--- src/rtl/hazard_stall_controller_if.sv ---
// Hazard/stall controller bus.
// Groups the pipeline-facing signals of hazard_stall_controller.
//   Toward the controller: IF/ID source specifiers and read flags, ID/EX
//   destination and load flag, EX branch resolution, data-memory busy and
//   the statistics clear.
//   From the controller: PC / IF-ID / pipe enables, IF-ID and ID-EX
//   flushes, saturating stall counter and the FSM state bit.
// Modports: slave = controller side, master = pipeline / testbench side.
interface hazard_stall_controller_if #(
  parameter int REG_W = 5,
  parameter int CNT_W = 16
);
  logic [REG_W-1:0] rs1__IF_ID;
  logic [REG_W-1:0] rs2__IF_ID;
  logic             uses_rs1__IF_ID;
  logic             uses_rs2__IF_ID;
  logic [REG_W-1:0] rd__ID_EX;
  logic             mem_read__ID_EX;
  logic             branch_taken__EX;
  logic             dmem_busy;
  logic             stat_clr;

  logic             pc_write;
  logic             enable__IF_ID;
  logic             enable_pipe;
  logic             flush__IF_ID;
  logic             flush__ID_EX;
  logic [CNT_W-1:0] stall_count;
  logic             state;

  modport slave (
    input  rs1__IF_ID, rs2__IF_ID, uses_rs1__IF_ID, uses_rs2__IF_ID,
           rd__ID_EX, mem_read__ID_EX, branch_taken__EX, dmem_busy, stat_clr,
    output pc_write, enable__IF_ID, enable_pipe, flush__IF_ID, flush__ID_EX,
           stall_count, state
  );

  modport master (
    output rs1__IF_ID, rs2__IF_ID, uses_rs1__IF_ID, uses_rs2__IF_ID,
           rd__ID_EX, mem_read__ID_EX, branch_taken__EX, dmem_busy, stat_clr,
    input  pc_write, enable__IF_ID, enable_pipe, flush__IF_ID, flush__ID_EX,
           stall_count, state
  );
endinterface

--- src/rtl/hazard_stall_controller.sv ---
// Hazard/stall controller for a 5-stage in-order pipeline.
// Detects load-use hazards between IF/ID and ID/EX, inserts
// LOAD_STALL_CYCLES bubbles per hazard, flushes on taken branches and
// freezes the whole pipe while data memory is busy. Also keeps a
// saturating count of cycles in which the PC was held.
// Ports:
//   clk    - clock, all state changes on the rising edge
//   arst_n - synchronous active-low reset
//   bus    - hazard_stall_controller_if.slave (hazard inputs, enables,
//            flushes, stall_count, state)
// Output priority: reset > dmem_busy > branch > load stall > normal.
module hazard_stall_controller #(
  parameter int REG_W             = 5,
  parameter int LOAD_STALL_CYCLES = 1,
  parameter int CNT_W             = 16
) (
  input  logic                            clk,
  input  logic                            arst_n,
  hazard_stall_controller_if.slave        bus
);

  typedef enum logic {RUN = 1'b0, LOAD_STALL = 1'b1} state_t;

  // The cycle that detects the hazard is the first bubble, so the FSM only
  // has to cover the remaining LOAD_STALL_CYCLES-1 cycles.
  localparam logic [1:0]       REM_INIT = 2'(LOAD_STALL_CYCLES - 1);
  localparam logic [CNT_W-1:0] CNT_MAX  = '1;

  function automatic logic [CNT_W-1:0] sat_inc(input logic [CNT_W-1:0] v);
    return (v == CNT_MAX) ? v : v + 1'b1;
  endfunction

  state_t           r_state;
  logic [1:0]       r_remaining;
  logic [CNT_W-1:0] r_stall_count;

  logic w_rs1_hit;
  logic w_rs2_hit;
  logic w_load_use;
  logic w_stalling;
  logic w_pc_write;
  logic w_en_if_id;
  logic w_en_pipe;
  logic w_flush_if_id;
  logic w_flush_id_ex;

  always_comb begin
    w_rs1_hit  = bus.uses_rs1__IF_ID && (bus.rs1__IF_ID == bus.rd__ID_EX);
    w_rs2_hit  = bus.uses_rs2__IF_ID && (bus.rs2__IF_ID == bus.rd__ID_EX);
    // x0 is hard-wired, so a load targeting it never creates a dependency.
    w_load_use = bus.mem_read__ID_EX && (bus.rd__ID_EX != '0) && (w_rs1_hit || w_rs2_hit);
    w_stalling = (r_state == LOAD_STALL) || w_load_use;
  end

  always_comb begin
    w_pc_write    = 1'b1;
    w_en_if_id    = 1'b1;
    w_en_pipe     = 1'b1;
    w_flush_if_id = 1'b0;
    w_flush_id_ex = 1'b0;
    if (!arst_n) begin
      w_pc_write    = 1'b0;
      w_en_if_id    = 1'b0;
      w_en_pipe     = 1'b0;
      w_flush_if_id = 1'b1;
      w_flush_id_ex = 1'b1;
    end else if (bus.dmem_busy) begin
      w_pc_write    = 1'b0;
      w_en_if_id    = 1'b0;
      w_en_pipe     = 1'b0;
    end else if (bus.branch_taken__EX) begin
      w_flush_if_id = 1'b1;
      w_flush_id_ex = 1'b1;
    end else if (w_stalling) begin
      // Hold PC and IF/ID, let the load advance, bubble into ID/EX.
      w_pc_write    = 1'b0;
      w_en_if_id    = 1'b0;
      w_flush_id_ex = 1'b1;
    end
  end

  always_ff @(posedge clk) begin
    if (!arst_n) begin
      r_state       <= RUN;
      r_remaining   <= '0;
      r_stall_count <= '0;
    end else begin
      if (bus.stat_clr) begin
        r_stall_count <= '0;
      end else if (!w_pc_write) begin
        r_stall_count <= sat_inc(r_stall_count);
      end

      // A freeze holds state and remaining count, so it only stretches a stall.
      if (!bus.dmem_busy) begin
        if (bus.branch_taken__EX) begin
          r_state     <= RUN;
          r_remaining <= '0;
        end else if (r_state == LOAD_STALL) begin
          if (r_remaining <= 2'd1) begin
            r_state     <= RUN;
            r_remaining <= '0;
          end else begin
            r_remaining <= r_remaining - 2'd1;
          end
        end else if (w_load_use && (LOAD_STALL_CYCLES > 1)) begin
          r_state     <= LOAD_STALL;
          r_remaining <= REM_INIT;
        end
      end
    end
  end

  assign bus.pc_write      = w_pc_write;
  assign bus.enable__IF_ID = w_en_if_id;
  assign bus.enable_pipe   = w_en_pipe;
  assign bus.flush__IF_ID  = w_flush_if_id;
  assign bus.flush__ID_EX  = w_flush_id_ex;
  assign bus.stall_count   = r_stall_count;
  assign bus.state         = (r_state == LOAD_STALL);

endmodule

--- src/flat_wrapper.sv ---
// flat-port wrapper written by rule: the top's interface ports become plain ports
module hazard_stall_controller_flat 
#(
  parameter int REG_W             = 5,
  parameter int LOAD_STALL_CYCLES = 1,
  parameter int CNT_W             = 16
)
  (clk, arst_n, bus_rs1__IF_ID, bus_rs2__IF_ID, bus_uses_rs1__IF_ID, bus_uses_rs2__IF_ID, bus_rd__ID_EX, bus_mem_read__ID_EX, bus_branch_taken__EX, bus_dmem_busy, bus_stat_clr, bus_pc_write, bus_enable__IF_ID, bus_enable_pipe, bus_flush__IF_ID, bus_flush__ID_EX, bus_stall_count, bus_state);
  hazard_stall_controller_if #(.REG_W(REG_W), .CNT_W(CNT_W)) bus_i ();
  input  logic clk;
  input  logic arst_n;
  input wire logic [$bits(bus_i.rs1__IF_ID)-1:0] bus_rs1__IF_ID;
  input wire logic [$bits(bus_i.rs2__IF_ID)-1:0] bus_rs2__IF_ID;
  input wire logic [$bits(bus_i.uses_rs1__IF_ID)-1:0] bus_uses_rs1__IF_ID;
  input wire logic [$bits(bus_i.uses_rs2__IF_ID)-1:0] bus_uses_rs2__IF_ID;
  input wire logic [$bits(bus_i.rd__ID_EX)-1:0] bus_rd__ID_EX;
  input wire logic [$bits(bus_i.mem_read__ID_EX)-1:0] bus_mem_read__ID_EX;
  input wire logic [$bits(bus_i.branch_taken__EX)-1:0] bus_branch_taken__EX;
  input wire logic [$bits(bus_i.dmem_busy)-1:0] bus_dmem_busy;
  input wire logic [$bits(bus_i.stat_clr)-1:0] bus_stat_clr;
  output wire logic [$bits(bus_i.pc_write)-1:0] bus_pc_write;
  output wire logic [$bits(bus_i.enable__IF_ID)-1:0] bus_enable__IF_ID;
  output wire logic [$bits(bus_i.enable_pipe)-1:0] bus_enable_pipe;
  output wire logic [$bits(bus_i.flush__IF_ID)-1:0] bus_flush__IF_ID;
  output wire logic [$bits(bus_i.flush__ID_EX)-1:0] bus_flush__ID_EX;
  output wire logic [$bits(bus_i.stall_count)-1:0] bus_stall_count;
  output wire logic [$bits(bus_i.state)-1:0] bus_state;
  assign bus_i.rs1__IF_ID = bus_rs1__IF_ID;
  assign bus_i.rs2__IF_ID = bus_rs2__IF_ID;
  assign bus_i.uses_rs1__IF_ID = bus_uses_rs1__IF_ID;
  assign bus_i.uses_rs2__IF_ID = bus_uses_rs2__IF_ID;
  assign bus_i.rd__ID_EX = bus_rd__ID_EX;
  assign bus_i.mem_read__ID_EX = bus_mem_read__ID_EX;
  assign bus_i.branch_taken__EX = bus_branch_taken__EX;
  assign bus_i.dmem_busy = bus_dmem_busy;
  assign bus_i.stat_clr = bus_stat_clr;
  assign bus_pc_write = bus_i.pc_write;
  assign bus_enable__IF_ID = bus_i.enable__IF_ID;
  assign bus_enable_pipe = bus_i.enable_pipe;
  assign bus_flush__IF_ID = bus_i.flush__IF_ID;
  assign bus_flush__ID_EX = bus_i.flush__ID_EX;
  assign bus_stall_count = bus_i.stall_count;
  assign bus_state = bus_i.state;
  hazard_stall_controller #(.REG_W(REG_W), .LOAD_STALL_CYCLES(LOAD_STALL_CYCLES), .CNT_W(CNT_W)) u_core (.clk(clk), .arst_n(arst_n), .bus(bus_i));
endmodule
--- config.mk ---
export PLATFORM = sky130hd
export DESIGN_NAME = hazard_stall_controller_flat
export DESIGN_NICKNAME = d
export VERILOG_FILES = /design/src/rtl/hazard_stall_controller_if.sv /design/src/rtl/hazard_stall_controller.sv /design/src/flat_wrapper.sv
export SDC_FILE = /design/constraint.sdc
export NUM_CORES = 1
export LEC_CHECK = 0
export BUFFER_PORTS_ARGS = -buffer_cell sky130_fd_sc_hd__buf_2
export CAP_MARGIN = 20
export CORE_MARGIN = 2
export CORE_UTILIZATION = 35
export CTS_CLUSTER_DIAMETER = 80
export DETAILED_ROUTE_END_ITERATION = 8
export GPL_TIMING_DRIVEN = 0
export PLACE_DENSITY_LB_ADDON = 0.1
export SYNTH_ARGS = -nofsm -noshare
export SYNTH_HDL_FRONTEND = slang
export SYNTH_SLANG_ARGS = --single-unit
--- constraint.sdc ---
create_clock -name clk -period 2.64 [get_ports clk]
set_clock_uncertainty 0.2 [all_clocks]
set_input_delay 0.264 -clock clk [delete_from_list [all_inputs] [get_ports clk]]
set_output_delay 0.264 -clock clk [all_outputs]
set_load 0.02 [all_outputs]
==> impl_metrics.ini <==
[floorplanning]
dieArea_mm2 = 0.003798
ios = 45
coreArea_mm2 = 0.003103
die_h_um = 61.63
row_count = 20
die_w_um = 61.63
initial_core_util_pct = 37.46

[placed_design]
dp_worst_setup_slack_ns = 0.2067
port_buffers = 44
place.gp.congestion = 0.7585
dp_hpwl_um = 2217

[worst_setup_path]
reg2reg_to = u_core.bus.stall_count[5]
crit_arrival_ns = 1.97
reg2reg_slack_ns = 0.30
cp_max_fo = 11
critPathKind = in2out
ff2ff_path_depth = 8
startpoint = bus_rd__ID_EX[1]
endpoint = bus_pc_write
cp.required_ns = 2.18
reg2reg_from = u_core.bus.stall_count[0]
critPathCaptureType = output pin
cp-start-kind = input pin

[yosys]
yosys.area.top_type = dfxtp_1
yosysWarningCount = 0
syn_nets = 161
synth_area_mm2 = 0.001162
synth_ff_type = dfxtp_1
postSynth.asyncResetShare_pct = 0
ys_ff_latch = 19
yosys.cell_count.top_type = dfxtp_1
synth_top_area_share_pct = 32.72
yosysSeqAreaShare_pct = 32.72
synth_common_cells = 19 x dfxtp_1, 14 x a21oi_1, 13 x or4_1
synth_edf_count = 0
synth_area_leaders = dfxtp_1 33%, or4_1 8.4%, o31ai_1 7.8%, xnor2_1 7.5%, a21oi_1 6.0%
syn_inst = 137
synthDistinctLibCells = 35
synth_area_per_cell_um2 = 8.484

[route]
wl_um = 2900
drtIter0Drc = 34
drt.antenna.violating_nets = 0
post_drt_wl_per_cell_um = 12.66
route.vias.total = 1180
first_pass_iters = 4
drcViolationCount = 0
viasPerCell = 5.153

[outcome]
outcome = finished clean

[global_routing]
grt_pass1_wl_um = 4968
grt_pass1_vias = 1098
grt_max_degree = 12
grt_usage_pct = 17.73
grt_overflow_total = 0
antenna_found_initial = 0

[timing]
max_clock_freq_ghz = 0.4103
maxSlewViolCount = 0
finalSetupViolations = 0
fin_setup_tns_ns = 0
hold_violations = 0
worst_pin_slew_ns = 0.4771
post-route-period-util_pct = 92.32
rsz0062_at_grt = no
worst_slack_ns = 0.2027
max_slew_margin_pct = 68.20
fin_crit_ns = 2.437

[clock_network]
clk_pin_slew_worst_paths_ns = 0.11
cts_num_sinks = 19
cts_tree = done
clk_latency_ns = 0.31
cts-htree-levels = 1
numCtsBuffers = 3
cts-root-buf = clkbuf_4
cts_buffer_depth = 2

[pwr]
pwr_density_cell_mw_per_mm2 = 359.2
ir_drop_uv = 262.0
cellLeakagePower_nw = 0.5871

[finish]
area.growth.synth_to_final_pct = 26.48
multiInputGateArea_um2 = 715.7
seqCellArea_um2 = 380.4
drive_above_1_share_pct = 30.27
fin_nets = 210
diodes = 0
fill_cells = 352

[worst_hold_path]
hold_class = in2reg

[flow_run]
drv_cap = 0
-- metal layers --
metal,share of wire [%],GRT usage [%]
met5,0,0
met4,1.4,6.687
met3,3.9,3.992
met2,44,27.67
met1,50,23.83
-- cell usage in the layout, fill, tap and decap left out --
cell	count
buf_2	45
dfxtp_1	19
a21oi_1	14
or4_1	13
o31ai_1	12
xnor2_1	10
nand2_1	10
nand3_1	6
inv_1	5
nand4_1	5
nor2b_1	3
o21ai_0	3
buf_4	3
and3_1	3
o21a_1	3
clkbuf_4	3
o21ai_1	2
buf_6	2
nor3b_1	2
nand2b_1	2
clkbuf_1	2
nor2_1	2
and2_1	2
nor4_1	2
o22ai_2	1
a31oi_4	1
o21bai_1	1
o211a_1	1
and4_1	1
nor3_4	1
or3_1	1
nor3_1	1
a21boi_0	1
mux2i_1	1
o31a_1	1
ha_1	1
-- sequential cells by signal (all words and copies together), names as in the netlist --
name                    flops
u_core.r_remaining          2
u_core.bus.state            1
u_core.bus.stall_count     16
-- stage by stage --
step	cells	util [%]	power (mW)	instance area (um2)	hold WS, ns
4_1_cts	229	47.18	0.5367	1464	0.03857
3_3_place_gp	225	46.33	0.3795	1438	0.2593
2_1_floorplan	137	-	0.3456	1162	0.2121
3_5_place_dp	225	46.33	0.3816	1438	0.2686
5_1_grt	229	47.38	0.5623	1470	0.03811
6_report	229	47.38	0.5281	1470	0.04523
-- worst min-delay path by stage --
stage | cells after the start | from | endpoint | slack (ns)
floorplan | 1 | arst_n | u_core.bus.state | 0.21
finish | 3 | bus_stat_clr | u_core.bus.stall_count[1] | 0.05
global placement | 1 | u_core.r_remaining[1] | u_core.r_remaining[1] | 0.26
CTS | 2 | arst_n | u_core.r_remaining[0] | 0.04
detailed placement | 1 | u_core.r_remaining[1] | u_core.r_remaining[1] | 0.27
global route | 2 | arst_n | u_core.bus.state | 0.04
-- cell type report --
cell class / count / share of cell area [%]
inverter: 5 / 1.277
clock buffer: 4 / 1.787
tap: 44 / 3.745
buffer: 7 / 3.660
sequential: 19 / 25.87
timing repair buffer: 44 / 14.98
multi-input combinational: 106 / 48.68
-- logic make-up (layout without fill, tap and decap cells) --
family / count (synthesis) / count (layout) / share of synthesized area, %
AND/OR/NAND/NOR: 54 / 54 / 27.88
AO/OA/AOI/OAI: 40 / 40 / 23.68
flip-flops: 19 / 19 / 32.72
buffers and inverters: 12 / 60 / 6.242
XOR/XNOR: 10 / 10 / 7.535
adder cells (fa/ha/maj): 1 / 1 / 1.076
multiplexers: 1 / 1 / 0.8612
-- power by group --
part / leakage [nW] / internal [mW] / switching [mW] / total (mW)
Combinational: 0.419 / 0.0392 / 0.0456 / 0.0848
Clock: 0.0150 / 0.0590 / 0.0946 / 0.154
Sequential: 0.153 / 0.288 / 0.00176 / 0.290
-- critical path: stages --
cell and delay [ns]:
buf_2 0.12, or4_1 0.55, o21ai_1 0.13, inv_1 0.09
a31oi_4 0.24, buf_6 0.17, buf_6 0.15, buf_4 0.11
buf_2 0.14
-- timing repair --
action	4_1_cts	5_1_grt
buffers inserted	0	0
setup endpoints to repair	0	10
hold buffers	0	0
gates resized for setup	0	1
Note: power is estimated with default switching activity, not from simulation.
